**src/rtl/cmem_load_ctrl_pkg.sv**
```systemverilog
// cmem_load_ctrl_pkg: shared state encoding and sizing constants for the compensation-memory loader.
package cmem_load_ctrl_pkg;
    localparam int DEF_SIZE  = 8;
    localparam int DEF_SLOTS = 3;
    localparam int CW_W      = 3;
    localparam int CMEM_SIZE = DEF_SIZE * DEF_SLOTS;

    typedef enum logic [2:0] {
        S_IDLE,
        S_LOAD,
        S_DRAIN,
        S_SETTLE,
        S_READY,
        S_PRELOAD,
        S_FLUSH
    } state_e;
endpackage

```
**src/rtl/cmem_col_tracker.sv**
```systemverilog
// cmem_col_tracker: per-column slot/column counting, drop decision and change_col generation.
// ovf_err is only implemented when CMEM_LOAD_CTRL_OVF_CHECK_EN is defined.
module cmem_col_tracker
    import cmem_load_ctrl_pkg::*;
#(
    parameter int SIZE  = DEF_SIZE,
    parameter int SLOTS = DEF_SLOTS,
    parameter int COL_W = $clog2(SIZE)
) (
    input  logic clk,
    input  logic rst,
    input  logic clr,
    input  logic en,
    input  logic cw_valid,
    input  logic col_last,
    output logic accept,
    output logic change_col,
    output logic last_col,
    output logic ovf_err
);
    localparam int SW = $clog2(SLOTS + 1);

    logic [SW-1:0]    slot_cnt_q, slot_cnt_d, slot_post;
    logic [COL_W-1:0] col_cnt_q, col_cnt_d;

    // A full column already advanced the memory index, so it never strobes.
    always_comb begin
        accept     = en && cw_valid && slot_cnt_q < SW'(SLOTS);
        slot_post  = slot_cnt_q + SW'(accept);
        last_col   = en && col_last && col_cnt_q == COL_W'(SIZE - 1);
        change_col = en && col_last && slot_post < SW'(SLOTS) && !last_col;
        slot_cnt_d = (clr || (en && col_last)) ? '0 : slot_post;
        col_cnt_d  = clr ? '0 : (en && col_last && !last_col) ? col_cnt_q + 1'b1 : col_cnt_q;
    end

    always_ff @(posedge clk) begin
        if (rst) begin
            slot_cnt_q <= '0;
            col_cnt_q  <= '0;
        end else begin
            slot_cnt_q <= slot_cnt_d;
            col_cnt_q  <= col_cnt_d;
        end
    end

`ifdef CMEM_LOAD_CTRL_OVF_CHECK_EN
    logic ovf_q, ovf_d;
    always_comb ovf_d = clr ? 1'b0 : (ovf_q | (en && cw_valid && !accept));
    always_ff @(posedge clk) ovf_q <= rst ? 1'b0 : ovf_d;
    assign ovf_err = ovf_q;
`else
    assign ovf_err = 1'b0;
`endif
endmodule

```
**src/rtl/cmem_load_ctrl.sv**
```systemverilog
// cmem_load_ctrl: forwards the compensation-weight stream into the memory and sequences its preload.
// Optional CMEM_LOAD_CTRL_OVF_CHECK_EN enables the sticky ovf_err flag.
module cmem_load_ctrl
    import cmem_load_ctrl_pkg::*;
#(
    parameter int SIZE  = DEF_SIZE,
    parameter int SLOTS = DEF_SLOTS,
    parameter int COL_W = $clog2(SIZE)
) (
    input  logic            clk,
    input  logic            rst,
    input  logic            start,
    input  logic [CW_W-1:0] cw_in,
    input  logic            cw_in_valid,
    input  logic            col_last,
    input  logic            preload_req,
    output logic [CW_W-1:0] cmem_weight,
    output logic            cmem_wr,
    output logic            change_col,
    output logic            load_mem_done,
    output logic            preload_cw,
    output logic            busy,
    output logic            preload_done,
    output logic            ovf_err
);
    localparam int SW = $clog2(SLOTS + 1);

    state_e          state_q, state_d;
    logic [SW-1:0]   beat_q, beat_d;
    logic [CW_W-1:0] cmem_weight_q, cmem_weight_d;
    logic            cmem_wr_q, cmem_wr_d;
    logic            change_col_q, change_col_d;
    logic            load_mem_done_q, load_mem_done_d;
    logic            preload_cw_q, preload_cw_d;
    logic            preload_done_q, preload_done_d;
    logic            clr, en, accept, chg, last_col;

    assign clr = state_q == S_IDLE && start;
    assign en  = state_q == S_LOAD;

    cmem_col_tracker #(.SIZE(SIZE), .SLOTS(SLOTS), .COL_W(COL_W)) u_tracker (
        .clk        (clk),
        .rst        (rst),
        .clr        (clr),
        .en         (en),
        .cw_valid   (cw_in_valid),
        .col_last   (col_last),
        .accept     (accept),
        .change_col (chg),
        .last_col   (last_col),
        .ovf_err    (ovf_err)
    );

    always_comb begin
        state_d = state_q;
        beat_d  = beat_q;
        case (state_q)
            S_IDLE:    state_d = start ? S_LOAD : S_IDLE;
            S_LOAD:    state_d = last_col ? S_DRAIN : S_LOAD;
            S_DRAIN:   state_d = S_SETTLE;
            S_SETTLE:  state_d = S_READY;
            S_READY: begin
                state_d = preload_req ? S_PRELOAD : S_READY;
                beat_d  = '0;
            end
            S_PRELOAD: begin
                state_d = beat_q == SW'(SLOTS - 1) ? S_FLUSH : S_PRELOAD;
                beat_d  = beat_q + 1'b1;
            end
            default:   state_d = S_IDLE;
        endcase
        // Outputs are registered from the next state so they line up with it.
        cmem_wr_d       = accept;
        cmem_weight_d   = accept ? cw_in : '0;
        change_col_d    = chg;
        load_mem_done_d = state_d inside {S_SETTLE, S_READY, S_PRELOAD, S_FLUSH};
        preload_cw_d    = state_d == S_PRELOAD;
        preload_done_d  = state_d == S_FLUSH;
    end

    always_ff @(posedge clk) begin
        if (rst) begin
            state_q         <= S_IDLE;
            beat_q          <= '0;
            cmem_weight_q   <= '0;
            cmem_wr_q       <= 1'b0;
            change_col_q    <= 1'b0;
            load_mem_done_q <= 1'b0;
            preload_cw_q    <= 1'b0;
            preload_done_q  <= 1'b0;
        end else begin
            state_q         <= state_d;
            beat_q          <= beat_d;
            cmem_weight_q   <= cmem_weight_d;
            cmem_wr_q       <= cmem_wr_d;
            change_col_q    <= change_col_d;
            load_mem_done_q <= load_mem_done_d;
            preload_cw_q    <= preload_cw_d;
            preload_done_q  <= preload_done_d;
        end
    end

    assign cmem_weight   = cmem_weight_q;
    assign cmem_wr       = cmem_wr_q;
    assign change_col    = change_col_q;
    assign load_mem_done = load_mem_done_q;
    assign preload_cw    = preload_cw_q;
    assign preload_done  = preload_done_q;
    assign busy          = state_q != S_IDLE;
endmodule

```
**config.mk**
```make
export PLATFORM = sky130hd
export DESIGN_NAME = cmem_load_ctrl
export DESIGN_NICKNAME = d
export VERILOG_FILES = /design/src/rtl/cmem_load_ctrl_pkg.sv /design/src/rtl/cmem_col_tracker.sv /design/src/rtl/cmem_load_ctrl.sv
export SDC_FILE = /design/constraint.sdc
export NUM_CORES = 1
export LEC_CHECK = 0
export BUFFER_PORTS_ARGS = -buffer_cell sky130_fd_sc_hd__buf_2
export CORE_UTILIZATION = 45
export CTS_CLUSTER_DIAMETER = 50
export DETAILED_ROUTE_END_ITERATION = 6
export HOLD_SLACK_MARGIN = 0.15
export PLACE_DENSITY = 0.72
export SLEW_MARGIN = 15
export SYNTH_ARGS = -nofsm -noshare
export SYNTH_HDL_FRONTEND = slang
export SYNTH_HIERARCHICAL = 1
export SYNTH_SLANG_ARGS = --single-unit
```
**constraint.sdc**
```tcl
create_clock -name clk -period 1.74 [get_ports clk]
set_input_delay 0.348 -clock clk [delete_from_list [all_inputs] [get_ports clk]]
set_output_delay 0.348 -clock clk [all_outputs]
set_load 0.02 [all_outputs]
```
==> impl_metrics.yaml, run 1 <==
cts:
  insertion_delay_ns: 0.29
  cts_buffers: 3
  htreeDepth: 1
  cts_setup_buffers: 0
  root_buffer: "clkbuf_4"
  clock_sinks: 18
  clockBufferDepth: 2
  cts-hold-fix-buffers: 0
  clk_pin_slew_worst_paths_ns: 0.11
  cts_resized: 0
  cts_tree: "done"
global_routing:
  grt_overflow: 0
  grt_max_degree: 18
  track_usage: 0.143
  grt_antenna_before_repair: 0
  grt_pass1_wl_um: 2020
  grt_pass1_vias: 459
setup_path:
  crit_type: "reg2out"
  required_ns: 1.39
  crit_fanout: 7
  cp-end-kind: "output port"
  start_kind: "flip-flop"
  arrival_ns: 1.25
synth:
  ys_top_cells_by_area: "dfxtp_1 46%, ha_1 6.4%, mux2_4 5.7%"
  seq_area_frac_synth: 0.459
  syn_area_um2: 785
  syn-num-nets: 92
  synth_cell_types: 30
  synth_largest_area_cell: "dfxtp_1"
  avgSynthCellArea_um2: 9.93
  ys_ff_latch: 18
  ys_warn_count: 6
  synth.top_cell.area_share: 0.459
  postSynthCellCount: 79
detailed_routing:
  routed_wl_um: 1230
  vias: 589
  wl_per_cell_um: 10.8
  dr.pass1.iters: 6
  drc_errors: 2
  drt_iter0_markers: 10
  vias_per_cell: 5.17
  antenna_left: 0
sta:
  min_period_ns: 1.60
  setup_tns_ns: 0
  skew_ns: 0.00741
  finalSetupViolations: 0
  rsz0062_at_grt: "no"
  drv_slew: 0
  holdWs_ns: 0.257
  period_share: 0.918
  maxClockFrequency_mhz: 626
  hold_viol: 0
floorplanning:
  die_y_um: 43.8
  rows: 14
  die-area_um2: 1910
  io_pins: 19
  initial_core_util: 0.503
  die_w_um: 43.8
  coreArea_um2: 1560
power:
  comb_power_share: 0.088
  power_frac_seq: 0.571
  switching_share: 0.226
  cell_internal_pwr_mw: 0.577
  pwr_density_cell_nw_per_um2: 804
  p_clk_frac: 0.341
  peakVddDrop_mv: 0.369
  leakage_nw: 0.433
  power_switching_mw: 0.169
place:
  place.port_buffers: 17
  detailed_place_hpwl_um: 863
  gp_congestion: 0.761
  dp.cells: 110
  place_area_um2: 883
job:
  max_cap_viol_count: 0
outcome:
  status: "finished with violations"
  violations: "design-rule violations"
worst_hold_path:
  holdCritPathClass: "in2reg"
cells_and_area:
  drive_gt1_frac: 0.327
  area.growth.synth_to_final_pct: 18.3
  nNetsFinal: 112
  num_antenna_cells: 0
  final_cell_count_no_fill: 114
  postLayoutCellArea_um2: 928
[path summary, 6_finish.rpt]
path	start	end	slack, ns	cells past startpoint
hold / removal	cw_in[1]	cmem_weight[1]	0.26	2
setup / recovery	state_q[2]	busy	0.14	2
setup reg to reg	state_q[0]	change_col	0.16	7
hold reg to reg	beat_q[0]	beat_q[0]	0.46	2
[placed cells by master, fill, tap and decap left out, drive strengths merged, types with 2 or more instances in the layout]
master   n
o21ai    3
nand3b   2
nor3     3
nor2     3
clkbuf   4
nor3b    6
nand2    5
buf     19
nor2b    2
mux2     3
a21oi    5
dfxtp   18
and2     3
ha       4
inv      3
and3     3
[logic make-up (layout without fill, tap and decap cells)]
kind of cell | count (synthesis) | count (layout) | synth area share
XOR/XNOR | 1 | 1 | 0.0112
AND/OR/NAND/NOR | 33 | 33 | 0.260
adder cells (fa/ha/maj) | 4 | 4 | 0.0638
AO/OA/AOI/OAI | 12 | 12 | 0.0957
other | 1 | 1 | 0.00478
multiplexers | 3 | 3 | 0.0574
buffers and inverters | 7 | 26 | 0.0479
flip-flops | 18 | 18 | 0.459
[critical path: stages, from the launching register on]
cell     delay, ns
dfxtp_1       0.38
or3_1         0.40
buf_2         0.17
[synth_stat cells]
library cell	n
and3_1	2
buf_6	1
nor3_1	3
a21boi_2	1
buf_4	1
conb_1	1
a21o_1	1
or2b_1	1
or3_1	1
dfxtp_1	18
and2_1	3
nand2b_1	1
xor2_1	1
mux2_4	3
nand3b_1	2
or3b_1	1
nand4_1	1
nor3b_1	6
clkbuf_1	2
nor2_1	3
inv_1	3
a21oi_1	5
o31ai_1	1
nand2_1	5
o21ai_0	3
ha_1	4
nor2b_1	2
o311ai_0	1
and3b_4	1
and3_2	1
[power groups by stage]
stage / clock network [mW] / registers [mW] / logic [mW]
floorplan: 0 / 0.435 / 0.0407
global placement: 0 / 0.434 / 0.0652
detailed placement: 0 / 0.435 / 0.0655
CTS: 0.260 / 0.425 / 0.0659
global route: 0.273 / 0.427 / 0.0733
finish: 0.254 / 0.426 / 0.0659
[final cells by class]
type                       count  area, um2
fill                         130        631
tap                           16       20.0
timing repair buffer          19        100
clock buffer                   4       36.3
multi-input combinational     54        399
sequential                    18        362
inverter                       3       11.3
[registers in the layout, indices dropped and copies added, names as in the netlist]
| register | cells |
|---|---|
| change_col | 1 |
| preload_done | 1 |
| state_q | 3 |
| load_mem_done | 1 |
| cmem_weight | 3 |
| beat_q | 2 |
| u_tracker/col_cnt_q | 3 |
| u_tracker/slot_cnt_q | 2 |
| preload_cw | 1 |
| cmem_wr | 1 |
[per-layer routing]
layer	track usage	vias to the layer above	part of all wire
li1	-	309	-
met1	0.227	268	0.53
met2	0.179	12	0.42
met3	0.0375	0	0.042
met4	0.0563	0	0
met5	0	-	0
[stage by stage]
| stage | power, mW | worst slack, ns | util |
|---|---|---|---|
| after CTS | 0.751 | 0.0546 | 0.590 |
| after global routing | 0.774 | 0.0122 | 0.596 |
| after global placement | 0.499 | 0.176 | 0.567 |
| after detailed placement | 0.500 | 0.0861 | 0.567 |
| final | 0.746 | 0.143 | 0.596 |
| after floorplan | 0.476 | 0.0473 | - |
(Power assumes the default switching activity.)
==> run 2: changes to the inputs <==
--- a/config.mk
+++ b/config.mk
@@ -5,14 +5,12 @@
 export SDC_FILE = /design/constraint.sdc
 export NUM_CORES = 1
 export LEC_CHECK = 0
-export BUFFER_PORTS_ARGS = -buffer_cell sky130_fd_sc_hd__buf_2
-export CORE_UTILIZATION = 45
+export CORE_UTILIZATION = 35
 export CTS_CLUSTER_DIAMETER = 50
 export DETAILED_ROUTE_END_ITERATION = 6
+export DONT_BUFFER_PORTS = 1
 export HOLD_SLACK_MARGIN = 0.15
-export PLACE_DENSITY = 0.72
 export SLEW_MARGIN = 15
 export SYNTH_ARGS = -nofsm -noshare
 export SYNTH_HDL_FRONTEND = slang
-export SYNTH_HIERARCHICAL = 1
 export SYNTH_SLANG_ARGS = --single-unit
==> impl_metrics.yaml, run 2 <==
global_routing:
  grt_antenna_before_repair: 0
  grt_overflow: 0
  grt_pass1_wl_um: 2260
  grt_max_degree: 12
  grt_pass1_vias: 509
  track_usage: 0.130
sta:
  setup_tns_ns: 0
  maxClockFrequency_mhz: 613
  min_period_ns: 1.63
  rsz0062_at_grt: "no"
  setup_ws_ns: 0.109
  hold_viol: 0
  skew_ns: 0.00338
  drv_slew: 0
  finalSetupViolations: 0
  holdWs_ns: 0.172
  period_share: 0.937
synth:
  seq_area_frac_synth: 0.465
  ys_warn_count: 0
  ys_ff_latch: 18
  synth_cell_types: 30
  syn-num-nets: 94
  avgSynthCellArea_um2: 9.56
  async_flop_share: 0
  synth-edff-count: 0
  postSynthCellCount: 81
  synth.most_common_cell: "dfxtp_1"
  ys_top_cells_by_area: "dfxtp_1 47%, ha_1 6.5%, and2_1 4.8%"
  syn_area_um2: 774
  synth.top_cell.area_share: 0.465
  synth_common_cells: "18 x dfxtp_1, 9 x nor2_1, 7 x a21oi_1"
  synth_ff_type: "dfxtp_1"
  synth_largest_area_cell: "dfxtp_1"
cts:
  clockBufferDepth: 2
  cts_buffers: 3
  root_buffer: "clkbuf_4"
  clk_pin_slew_worst_paths_ns: 0.10
  clock_sinks: 18
  htreeDepth: 1
  cts_tree: "done"
  insertion_delay_ns: 0.29
  cts_resized: 0
  cts_setup_buffers: 0
setup_path:
  required_ns: 1.39
  max_stage_delay_ns: 0.50
  start_kind: "flip-flop"
  critical_path_buf_inv_count: 1
  cp-end-kind: "output port"
  critical-path-top-delay-family: "simple AND/OR/NAND/NOR gates"
  crit_slowest_cell: "or3_1"
  crit_type: "reg2out"
  crit_chain: "buf_4 > or3_1"
  crit_fanout: 7
  arrival_ns: 1.28
job:
  max_cap_viol_count: 0
detailed_routing:
  m1WireLength_um: 559
  route.met3.wl_um: 158
  wl_per_cell_um: 11.3
  vias_per_cell: 4.86
  dr.max_layer_used: "met4"
  drt_iter0_markers: 8
  dr.pass1.iters: 4
  vias: 540
  drc_errors: 0
  wl_met2_um: 513
  routed_wl_um: 1250
  antenna_left: 0
cells_and_area:
  multi_input_area_um2: 370
  final_cell_count_no_fill: 111
  drive_gt1_frac: 0.143
  area.growth.synth_to_final_pct: 9.53
  mostFrequentLayoutCell: "dfxtp_1"
  nNetsFinal: 98
  num_antenna_cells: 0
  nFillCells: 215
  regArea_um2: 360
  mostFrequentLayoutCells: "18 x dfxtp_1, 9 x nor2_1, 7 x a21oi_1"
floorplanning:
  initial_core_util: 0.383
  rows: 16
  die-area_um2: 2400
  die_y_um: 49.0
  die_w_um: 49.0
  io_pins: 19
  coreArea_um2: 2020
place:
  gp_congestion: 0.707
  dp_slack_ns: 0.250
  detailed_place_hpwl_um: 892
  place.port_buffers: 0
  dp.cells: 106
outcome:
  status: "finished, final reports clean"
worst_hold_path:
  holdCritPathClass: "in2reg"
power:
  pwr_density_cell_nw_per_um2: 870
  peakVddDrop_mv: 0.469
  total_power_mw: 0.738
  leakage_nw: 0.347
==> run 2: cell types whose count changed in the layout (fill, tap and decap cells not counted), moves of 3 or more <==
cell     previous run  this run
and2_1              3         6
nor2_1              3         9
buf_2              17         0
mux2i_1             0         3
mux2_4              3         0
nor3b_1             5         2
==> run 2: layout make-up <==
cell class | count | area share
multi-input combinational | 54 | 0.437
clock buffer | 4 | 0.0428
tap | 27 | 0.0398
sequential | 18 | 0.425
timing repair buffer | 4 | 0.0383
inverter | 4 | 0.0177
==> run 2: layer usage <==
metal,GRT usage,up-vias
met5,0,-
met4,0.0588,0
met3,0.0997,2
met2,0.181,24
met1,0.145,241
li1,-,273
==> run 2: what timing repair did <==
item / in CTS / in global routing
setup endpoints to repair: 0 / 0
hold buffers: 1 / 0
endpoints found under the hold margin: 6 / 0
==> run 2: worst reg2reg max path, delay by kind of cell, from the launching register on <==
kind	cells	cell delay (ns)
flip-flops	1	0.34
adder cells (fa/ha/maj)	2	0.43
AND/OR/NAND/NOR	2	0.39
multiplexers	1	0.23
==> run 2: path summary, 6_finish.rpt <==
| path | from | to | slack [ns] | depth (start not counted) |
|---|---|---|---|---|
| setup / recovery | state_q[2] | busy | 0.11 | 2 |
| setup reg to reg | u_tracker.col_cnt_q[0] | u_tracker.col_cnt_q[2] | 0.25 | 5 |
| hold / removal | cw_in[1] | cmem_weight[1] | 0.17 | 1 |
| hold reg to reg | u_tracker.col_cnt_q[1] | u_tracker.col_cnt_q[1] | 0.51 | 2 |
==> run 2: logic make-up (layout without fill, tap and decap cells) <==
family          count (synthesis)  after routing  share of synthesized area
compound gates                 14             14                      0.123
xor+xnor                        2              2                     0.0226
fa+ha+maj                       4              4                     0.0646
buf+inv                         9             12                     0.0565
flops                          18             18                      0.465
mux                             3              3                     0.0388
other cells                     1              1                    0.00484
simple gates                   30             30                      0.225
==> run 2: where the power goes <==
part	internal [mW]	switching [mW]
logic	0.0251	0.0310
registers	0.419	0.00789
clock network	0.128	0.127
total	0.572	0.166
==> run 2: per-stage QoR <==
stage               utilization  instance area, um2
floorplan                     -                 774
global placement          0.397                 802
detailed placement        0.397                 802
CTS                       0.420                 848
global route              0.420                 848
finish                    0.420                 848
==> run 3: changes to the inputs <==
--- a/config.mk
+++ b/config.mk
@@ -5,7 +5,7 @@
 export SDC_FILE = /design/constraint.sdc
 export NUM_CORES = 1
 export LEC_CHECK = 0
-export CORE_UTILIZATION = 35
+export CORE_UTILIZATION = 45
 export CTS_CLUSTER_DIAMETER = 50
 export DETAILED_ROUTE_END_ITERATION = 6
 export DONT_BUFFER_PORTS = 1
==> impl_metrics.yaml, run 3 (synthesis gave the netlist of run 2 again) <==
sta:
  setup_tns_ns: 0
  setup_ws_ns: 0.129
  maxClockFrequency_mhz: 621
  finalSetupViolations: 0
  skew_ns: 0.00538
  hold_viol: 0
  min_period_ns: 1.61
  holdWs_ns: 0.172
  drv_slew: 0
  rsz0062_at_grt: "no"
  period_share: 0.926
floorplanning:
  io_pins: 19
  rows: 14
  initial_core_util: 0.497
  die_y_um: 43.5
  die-area_um2: 1890
  die_w_um: 43.5
  coreArea_um2: 1560
setup_path:
  crit_chain: "or3_1"
  start_kind: "flip-flop"
  critical-path-top-delay-family: "simple AND/OR/NAND/NOR gates"
  max_stage_delay_ns: 0.54
  crit_fanout: 8
  crit_slowest_cell: "or3_1"
  regToRegSetupSlack_ns: 0.21
  critical_path_buf_inv_count: 0
  crit_type: "reg2out"
  cp-end-kind: "output port"
  arrival_ns: 1.26
  required_ns: 1.39
detailed_routing:
  vias_per_cell: 5.24
  vias: 514
  drt_iter0_markers: 14
  drc_errors: 6
  routed_wl_um: 1190
  wl_per_cell_um: 12.1
  antenna_left: 0
  dr.pass1.iters: 6
global_routing:
  grt_pass1_wl_um: 2040
  track_usage: 0.150
  grt_max_degree: 11
  grt_overflow: 0
  grt_pass1_vias: 495
  grt_antenna_before_repair: 0
cts:
  htreeDepth: 1
  clockBufferDepth: 2
  insertion_delay_ns: 0.29
  root_buffer: "clkbuf_4"
  cts_buffers: 3
  clk_pin_slew_worst_paths_ns: 0.10
  clock_sinks: 18
  cts_setup_buffers: 0
  cts_tree: "done"
outcome:
  status: "finished with violations"
  violations: "design-rule violations"
cells_and_area:
  final_util: 0.526
  postLayoutCellArea_um2: 820
  mostFrequentLayoutCell: "dfxtp_1"
  final_cell_count_no_fill: 98
  area.growth.synth_to_final_pct: 5.82
  num_antenna_cells: 0
  nFillCells: 141
  mostFrequentLayoutCells: "18 x dfxtp_1, 9 x nor2_1, 7 x a21oi_1"
  drive_gt1_frac: 0.122
  nNetsFinal: 96
power:
  total_power_mw: 0.739
  pwr_density_cell_nw_per_um2: 901
  leakage_nw: 0.336
  peakVddDrop_mv: 0.474
place:
  place.port_buffers: 0
  dp_slack_ns: 0.216
  detailed_place_hpwl_um: 848
  gp_congestion: 0.774
  dp.cells: 93
  place_area_um2: 773
job:
  max_cap_viol_count: 0
worst_hold_path:
  holdCritPathClass: "in2reg"
run 3: worst register-to-register path, stage by stage (launching register included):
cell     delay (ns)
dfxtp_1        0.57
nor2_2         0.07
nand3_1        0.12
a21oi_1        0.05
ha_1           0.21
xor2_1         0.19
a21oi_1        0.08
and2_1         0.15
run 3: final timing paths:
kind / start / endpoint / cells past startpoint
worst min-delay path: cw_in[2] / cmem_weight[2] / 1
worst max-delay path: state_q[2] / busy / 1
worst max register to register: state_q[1] / change_col / 7
worst min register to register: beat_q[1] / beat_q[1] / 2
run 3: per-layer routing:
metal  vias to the layer above  global-route usage  routed length [um]
met4                         0              0.0563                  10
met1                       225               0.175                 547
met2                        19               0.233                 512
li1                        268                   -                   -
met5                         -                   0                   0
met3                         2              0.0792                 118
run 3: timing repair:
item,CTS,global route
resized for setup,0,0
setup endpoints to repair,0,0
hold endpoints to repair,6,0
hold buffers,1,0
run 3: power breakdown:
| part | switching (mW) | total (mW) | internal [mW] |
|---|---|---|---|
| registers | 0.0110 | 0.430 | 0.419 |
| clock network | 0.128 | 0.256 | 0.128 |
| logic | 0.0275 | 0.0524 | 0.0248 |
run 3: layout make-up:
class                      count  area, um2  share of cell area
multi-input combinational     54        370               0.452
sequential                    18        360               0.440
clock buffer                   4       36.3              0.0443
tap                           16       20.0              0.0244
timing repair buffer           2       17.5              0.0214
inverter                       4       15.0              0.0183
